--- config.mk ---
export PLATFORM = sky130hd
export DESIGN_NAME = cnt_ctrl
export DESIGN_NICKNAME = d
export VERILOG_FILES = /design/src/rtl/timer_pkg.sv /design/src/rtl/cnt_prescaler.sv /design/src/rtl/cnt_ctrl.sv
export SDC_FILE = /design/constraint.sdc
export NUM_CORES = 1
export LEC_CHECK = 0
export ABC_AREA = 1
export CORE_ASPECT_RATIO = 0.5
export CORE_MARGIN = 2
export CORE_UTILIZATION = 35
export DETAILED_ROUTE_END_ITERATION = 12
export SLEW_MARGIN = 20
export SYNTH_ARGS = -nofsm -noshare
export SYNTH_HDL_FRONTEND = slang
export SYNTH_SLANG_ARGS = --single-unit
--- constraint.sdc ---
create_clock -name cnt_clk -period 2.55 [get_ports cnt_clk]
set_clock_uncertainty 0.1 [all_clocks]
set_input_delay 0.51 -clock cnt_clk [delete_from_list [all_inputs] [get_ports cnt_clk]]
set_output_delay 0.51 -clock cnt_clk [all_outputs]
set_load 0.03 [all_outputs]
--- src/rtl/timer_pkg.sv ---
// Shared timer definitions: TCR field positions, clock-select codes,
// counter controller FSM states and the counter width.
package timer_pkg;

  // Counter / TDR data width
  localparam int CNT_WIDTH = 8;

  // Prescaler width (divide by 2, 4, 8 or 16)
  localparam int PRESC_WIDTH = 4;

  // Bit positions of the counter controls inside the timer control register
  localparam int TCR_LOAD_BIT    = 7;
  localparam int TCR_UP_DOWN_BIT = 5;
  localparam int TCR_EN_BIT      = 4;
  localparam int TCR_CKS_MSB     = 1;
  localparam int TCR_CKS_LSB     = 0;

  // Clock-select encodings (TCR[1:0])
  typedef enum logic [1:0] {
    CKS_DIV2  = 2'b00,
    CKS_DIV4  = 2'b01,
    CKS_DIV8  = 2'b10,
    CKS_DIV16 = 2'b11
  } cks_e;

  // Counter controller FSM states
  typedef enum logic [1:0] {
    ST_IDLE  = 2'b00,
    ST_LOAD  = 2'b01,
    ST_COUNT = 2'b10
  } state_e;

  // Low-order prescaler bits that must all be ones for a tick at a given
  // clock select: /2 -> bit 0, /4 -> bits 1:0, /8 -> bits 2:0, /16 -> bits 3:0
  function automatic logic [PRESC_WIDTH-1:0] cks_mask(input cks_e cks);
    logic [PRESC_WIDTH-1:0] mask;
    mask = '0;
    case (cks)
      CKS_DIV2:  mask = PRESC_WIDTH'(4'b0001);
      CKS_DIV4:  mask = PRESC_WIDTH'(4'b0011);
      CKS_DIV8:  mask = PRESC_WIDTH'(4'b0111);
      default:   mask = PRESC_WIDTH'(4'b1111);
    endcase
    return mask;
  endfunction

endpackage

--- src/rtl/cnt_prescaler.sv ---
// Free-running prescaler for the timer counter. Counts while inc is high,
// returns to zero whenever clear is high, and produces a single-cycle tick
// each time the low cks+1 bits are all ones.
import timer_pkg::*;

module cnt_prescaler #(
  parameter int DIV_W = PRESC_WIDTH
) (
  input  logic       clk,
  input  logic       rst_n,
  input  logic       clear,
  input  logic       inc,
  input  logic [1:0] cks,
  output logic       tick
);

  logic [DIV_W-1:0] presc_q;
  logic [DIV_W-1:0] presc_d;
  logic [DIV_W-1:0] mask;

  // Select which low-order prescaler bits form the current division ratio
  always_comb begin
    mask = DIV_W'(cks_mask(cks_e'(cks)));
  end

  // Next prescaler value: clear has priority, otherwise advance while counting
  always_comb begin
    presc_d = presc_q;
    if (clear) begin
      presc_d = '0;
    end else if (inc) begin
      presc_d = presc_q + DIV_W'(1);
    end
  end

  // Tick straight off the registered prescaler so a cks change acts at once
  always_comb begin
    tick = inc & ((presc_q & mask) == mask);
  end

  // Prescaler register
  always_ff @(posedge clk or negedge rst_n) begin
    if (!rst_n) begin
      presc_q <= '0;
    end else begin
      presc_q <= presc_d;
    end
  end

endmodule

--- src/rtl/cnt_ctrl.sv ---
// Timer counter controller. Decodes load/enable from the live TCR fields,
// runs the prescaler, steps the counter up or down on each tick and keeps
// the sticky overflow/underflow status bits for the TSR.
import timer_pkg::*;

module cnt_ctrl #(
  parameter int WIDTH = CNT_WIDTH,
  parameter int DIV_W = PRESC_WIDTH
) (
  input  logic             cnt_clk,
  input  logic             cnt_reset_n,
  input  logic             cnt_load,
  input  logic             cnt_up_down,
  input  logic             cnt_en,
  input  logic [1:0]       cnt_cks,
  input  logic [WIDTH-1:0] cnt_tdr,
  input  logic             cnt_ovf_clr,
  input  logic             cnt_udf_clr,
  output logic [WIDTH-1:0] cnt_value,
  output logic             cnt_ovf,
  output logic             cnt_udf,
  output logic             cnt_tick,
  output logic [1:0]       cnt_state
);

  state_e           state_q;
  state_e           state_d;
  logic [WIDTH-1:0] value_q;
  logic [WIDTH-1:0] value_d;
  logic             ovf_q;
  logic             ovf_d;
  logic             udf_q;
  logic             udf_d;
  logic             set_ovf;
  logic             set_udf;
  logic             count_en;
  logic             presc_clear;
  logic             tick;

  // Counting is allowed only when enabled and not being overridden by load
  always_comb begin
    count_en    = cnt_en & ~cnt_load;
    presc_clear = ~count_en;
  end

  cnt_prescaler #(
    .DIV_W (DIV_W)
  ) u_prescaler (
    .clk   (cnt_clk),
    .rst_n (cnt_reset_n),
    .clear (presc_clear),
    .inc   (count_en),
    .cks   (cnt_cks),
    .tick  (tick)
  );

  // Next state: load beats enable, otherwise fall back to idle
  always_comb begin
    state_d = ST_IDLE;
    if (cnt_load) begin
      state_d = ST_LOAD;
    end else if (cnt_en) begin
      state_d = ST_COUNT;
    end
  end

  // Counter update decoded from the live inputs; wrap detection raises set strobes
  always_comb begin
    value_d = value_q;
    set_ovf = 1'b0;
    set_udf = 1'b0;
    if (cnt_load) begin
      value_d = cnt_tdr;
    end else if (tick) begin
      if (!cnt_up_down) begin
        value_d = value_q + WIDTH'(1);
        set_ovf = (value_q == {WIDTH{1'b1}});
      end else begin
        value_d = value_q - WIDTH'(1);
        set_udf = (value_q == '0);
      end
    end
  end

  // Sticky status: a set in the same cycle as a clear keeps the flag high
  always_comb begin
    ovf_d = set_ovf | (ovf_q & ~cnt_ovf_clr);
    udf_d = set_udf | (udf_q & ~cnt_udf_clr);
  end

  // State, counter and flag registers
  always_ff @(posedge cnt_clk or negedge cnt_reset_n) begin
    if (!cnt_reset_n) begin
      state_q <= ST_IDLE;
      value_q <= '0;
      ovf_q   <= 1'b0;
      udf_q   <= 1'b0;
    end else begin
      state_q <= state_d;
      value_q <= value_d;
      ovf_q   <= ovf_d;
      udf_q   <= udf_d;
    end
  end

  // Drive the observable outputs from the registered state
  always_comb begin
    cnt_value = value_q;
    cnt_ovf   = ovf_q;
    cnt_udf   = udf_q;
    cnt_tick  = tick;
    cnt_state = state_q;
  end

endmodule

==> results.toml, run 1 <==
[clock_network]
cts.reportedPaths.clkPinSlew_ps = 60
postCtsSetupRepairBufs = 0
clk_path_buf_depth = 2
postCtsHoldBufs = 0
cts_buffers = 3
numClockSinks = 16
clock_latency_ps = 250
h-tree-depth = 1
postCtsResizedCells = 0
cts_root_buf = "clkbuf_8"
cts_tree = "built"

[sta]
period_needed_ps = 2160
min_period_over_period = 0.846
hold_viol = 0
slew_violations = 0
max_freq_ghz = 0.463
fin_tns_setup_ps = 0
slew_headroom = 0.794
worstMarginPinSlew_ps = 307
setup_violations = 0
rsz0062_at_grt = "false"

[grt]
grt_pass1_vias = 997
grt_max_degree = 17
antenna_found_initial = 0
gr-total-overflow = 0
grt_util_all_layers = 0.160
grt_first_pass_wirelength_mm = 4.62

[yosys]
syn_nets = 178
syn_area_per_cell_um2 = 7.29
yosysWarnings = 0
synthesis.area_um2 = 1120
synth-seq-cells = 16
yosysSeqAreaShare = 0.359
syn_inst = 153
ys_types = 26

[power_and_ir_drop]
power_density_nw_per_um2 = 501
combPwrFrac = 0.310
p_sw_uw = 248
leakage_nw = 0.761
clkPwrFrac = 0.304
ir_drop_mv = 0.165
pwr-share-seq = 0.386
p_int_uw = 512
switching_share = 0.327

[floorplan]
die_area_um2 = 3680
coreArea_um2 = 3010
fp.dieH_um = 43.9
initial_core_util = 0.370
ios = 30
std_cell_rows = 14
dieWidth_um = 83.9

[run_status]
status = "finished, final reports clean"

[critical_path]
cp.required_ps = 1940
cp_data_arrival_time_ps = 1550
path_max_fanout = 7
path_delay_family = "buffers and inverters"
cp_slowest_stage_delay_ps = 490
endpoint_kind = "output port"
critPathSlowestCell = "clkdlybuf4s50_1"
cp.buffers_inverters = 4
crit_chain = "clkdlybuf4s50_1 -> inv_6 -> nand3_2 -> inv_2 -> nand2_2 -> nor2_4 -> buf_4"
start_kind = "input port"
crit_type = "in2out"

[placement]
gp_congestion = 0.823
dp_hpwl_mm = 2.06
placed_area_um2 = 1460
numPortBuffers = 29

[route]
wl_per_cell_um = 11.5
vias_per_cell = 4.64
drt_iter0_drc = 47
wl_mm = 2.63
dr.pass1.iters = 4
num_vias = 1059
drt_drc_violations_left = 0
detail-route-antenna-nets = 0

[final_layout]
drive_gt1_frac = 0.0957
seqCellArea_um2 = 400
fin_area_um2 = 1520
fillers = 307
layout_common_cells = "nand2_1 (46), clkdlybuf4s50_1 (28), nand3_1 (22)"
syn_to_final_growth_pct = 35.9
finish.net_count = 214
multi_input_area_um2 = 602
layout_commonest_cell = "nand2_1"
antennaDiodeCount = 0

[worst_hold_path]
hp-class = "reg2reg"

[flow_run]
cap_violations = 0
[final cells by class]
type,count,share of cell area
multi-input cells,112,0.397
flip-flops and latches,16,0.264
repair buffers,33,0.210
inverters,23,0.0602
clock buffers,4,0.0363
well taps,40,0.0330
[layer usage]
layer | vias up | part of all wire | global-route usage
met2 | 20 | 0.42 | 0.230
met5 | - | 0 | 0
li1 | 557 | - | -
met3 | 2 | 0.042 | 0.0419
met1 | 480 | 0.53 | 0.243
met4 | 0 | 0.0042 | 0.0290
[path summary, 6_finish.rpt]
path,start,to,slack [ps],depth (start not counted)
max in group asynchronous,cnt_reset_n,u_prescaler.presc_q[3],1690,2
min,cnt_udf,cnt_udf,390,2
min in group asynchronous,cnt_reset_n,cnt_value[2],470,2
min reg2reg,cnt_udf,cnt_udf,390,2
max,cnt_load,cnt_tick,390,7
max reg2reg,cnt_value[0],cnt_value[6],860,10
[flip-flops by register name, summed over array words and instances, names as in the netlist]
name                 flops
cnt_udf                  1
cnt_ovf                  1
cnt_value                8
cnt_state                2
u_prescaler.presc_q      4
[kinds of logic (layout without fill, tap and decap cells)]
kind of cell,Yosys count,count (layout),share of synthesized area
fa+ha+maj,8,8,0.0964
simple gates,92,92,0.374
buf+inv,25,60,0.102
compound gates,9,9,0.0448
xor+xnor,3,3,0.0235
flops,16,16,0.359
[stage by stage]
stage | power [mW] | std cells | hold WS, ps | utilization | setup slack [ps]
global placement | 0.530 | 224 | 370 | 0.485 | 197
global route | 0.812 | 228 | 425 | 0.503 | 235
finish | 0.760 | 228 | 395 | 0.503 | 391
floorplan | 0.439 | 153 | 114 | - | 789
detailed placement | 0.533 | 224 | 377 | 0.485 | 146
CTS | 0.769 | 228 | 394 | 0.503 | 379
[worst register-to-register path, delay by kind of cell, from the launching register on]
family,cells,cell delay (ps)
DFF,1,450
buffers and inverters,2,180
and+or+nand+nor,7,470
adders and majority gates,1,400
[cells in the mapped netlist, drive strengths merged]
master | n | area share
nor4 | 1 | 0.0056
nor3 | 1 | 0.0045
inv | 23 | 0.082
fa | 1 | 0.018
dfrtp | 16 | 0.36
a21oi | 3 | 0.013
nor2 | 12 | 0.049
o21bai | 1 | 0.0067
xnor2 | 2 | 0.016
nand3b | 2 | 0.013
nand2 | 47 | 0.16
xor2 | 1 | 0.0078
nand3 | 23 | 0.11
nand4 | 3 | 0.017
o21ai | 4 | 0.018
a21o | 1 | 0.0067
ha | 7 | 0.078
buf | 2 | 0.020
or2 | 3 | 0.017
[power by group through the flow]
stage               Clock [mW]  Sequential (mW)  Combinational (mW)
global placement             0            0.298               0.232
floorplan                    0            0.322               0.118
CTS                      0.239            0.293               0.236
finish                   0.231            0.294               0.235
global route             0.250            0.296               0.265
detailed placement           0            0.298               0.235
Note: power is estimated with default switching activity, not from simulation.
==> run 2, diff against run 1 <==
==> constraint.sdc (replaced) <==
create_clock -name cnt_clk -period 2 [get_ports cnt_clk]
set_clock_uncertainty 0.1 [all_clocks]
set_input_delay 0.4 -clock cnt_clk [delete_from_list [all_inputs] [get_ports cnt_clk]]
set_output_delay 0.4 -clock cnt_clk [all_outputs]
set_load 0.03 [all_outputs]
==> results.toml, run 2 (synthesis results as in run 1) <==
[route]
drt_drc_violations_left = 0
wl_per_cell_um = 11.7
drt_iter0_drc = 38
detail-route-antenna-nets = 0
vias_per_cell = 4.64
dr.pass1.iters = 4
wl_mm = 2.75
num_vias = 1090

[floorplan]
coreArea_um2 = 3010
fp.dieH_um = 43.9
initial_core_util = 0.370
dieWidth_um = 83.9
ios = 30
std_cell_rows = 14
die_area_um2 = 3680

[critical_path]
endpoint_kind = "output port"
crit_type = "in2out"
start_kind = "input port"
cp_data_arrival_time_ps = 1440
cp.required_ps = 1500
crit_chain = "clkdlybuf4s50_1 -> inv_6 -> nand3_2 -> inv_2 -> nand2_2 -> nor2_4 -> buf_4"
cp_slowest_stage_delay_ps = 480
path_max_fanout = 3
critPathSlowestCell = "clkdlybuf4s50_1"

[final_layout]
antennaDiodeCount = 0
drive_gt1_frac = 0.144
layout_commonest_cell = "nand2_1"
largest_register_ffs = 8
layout_common_cells = "nand2_1 (45), clkdlybuf4s50_1 (28), inv_1 (21), nand3_1 (21), dfrtp_1 (16)"
fillers = 299
finish.net_count = 221
syn_to_final_growth_pct = 41.8
fin_area_um2 = 1580

[sta]
slew_headroom = 0.789
rsz0062_at_grt = "false"
min_period_over_period = 0.969
hold_slack_ps = 372
setup_violations = 0
slew_violations = 0
period_needed_ps = 1940
worstMarginPinSlew_ps = 316
hold_viol = 0
max_freq_ghz = 0.516

[clock_network]
h-tree-depth = 1
postCtsHoldBufs = 0
postCtsSetupRepairBufs = 0
cts.reportedPaths.clkPinSlew_ps = 70
clock_latency_ps = 250
cts_buffers = 3
cts_root_buf = "clkbuf_8"
numClockSinks = 16
clk_path_buf_depth = 2
cts_tree = "built"
postCtsResizedCells = 0

[grt]
gr-total-overflow = 0
grt_first_pass_wirelength_mm = 4.57
grt_util_all_layers = 0.158
grt_pass1_vias = 1002
grt_max_degree = 17
antenna_found_initial = 0

[placement]
gp_congestion = 0.781
placed_area_um2 = 1510
numPortBuffers = 29
dp_hpwl_mm = 2.19

[power_and_ir_drop]
power_density_nw_per_um2 = 630
ir_drop_mv = 0.293
leakage_nw = 0.797

[flow_run]
cap_violations = 0

[run_status]
status = "finished, final reports clean"

[worst_hold_path]
hp-class = "in2async"
run 2: cell types whose count changed in the layout (fill, tap and decap cells not counted):
| cell | change |
|---|---|
| nand3_2 | +1 |
| nand3_1 | -1 |
| o21ai_2 | +1 |
| o21ai_1 | -1 |
| or2_2 | -1 |
| or2_4 | +1 |
| buf_4 | +7 |
| nand2_1 | -1 |
| nand2_2 | +1 |
run 2: layout make-up:
class / count / area [µm²] / share of cell area
Inverter: 23 / 91.3 / 0.0577
Sequential cell: 16 / 400 / 0.253
Tap cell: 40 / 50.0 / 0.0316
Clock buffer: 4 / 55.1 / 0.0348
Timing Repair Buffer: 40 / 370 / 0.234
Multi-Input combinational cell: 112 / 616 / 0.389
run 2: power breakdown:
part           internal, mW  switching (mW)
clock network         0.175           0.117
logic                 0.156           0.175
registers             0.344          0.0303
run 2: worst paths after layout:
kind,slack (ps),startpoint,endpoint,cells past startpoint
max in group asynchronous,1230,cnt_reset_n,cnt_state[0],2
worst min register to register,380,cnt_udf,cnt_udf,2
min in group cnt_clk,380,cnt_udf,cnt_udf,2
worst max-delay path,60,cnt_load,cnt_tick,7
worst min-delay path,370,cnt_reset_n,cnt_value[2],2
worst max register to register,290,cnt_value[0],cnt_value[6],10
run 2: through the flow:
stage                     setup WS, ps  power [mW]  cells  utilization  setup TNS [ps]
after floorplan                    239       0.560    153            -               0
after global placement            -197       0.697    231        0.502            -763
after detailed placement          -227       0.704    231        0.502            -936
after CTS                         19.4        1.00    235        0.521               0
after global routing              3.13        1.06    235        0.525               0
final                             61.5       0.997    235        0.525               0
run 2: per-layer routing:
| layer | vias to the layer above | wire [µm] | GRT usage | part of all wire |
|---|---|---|---|---|
| met5 | - | 0 | 0 | 0 |
| met4 | 0 | 9 | 0.0194 | 0.0033 |
| met3 | 2 | 56 | 0.0438 | 0.020 |
| met2 | 9 | 1250 | 0.266 | 0.45 |
| met1 | 504 | 1440 | 0.214 | 0.52 |
| li1 | 575 | - | - | - |
run 2: critical path, delay by kind of cell:
family / cells / cell delay, ps
buffers and inverters: 4 / 800
and+or+nand+nor: 3 / 240
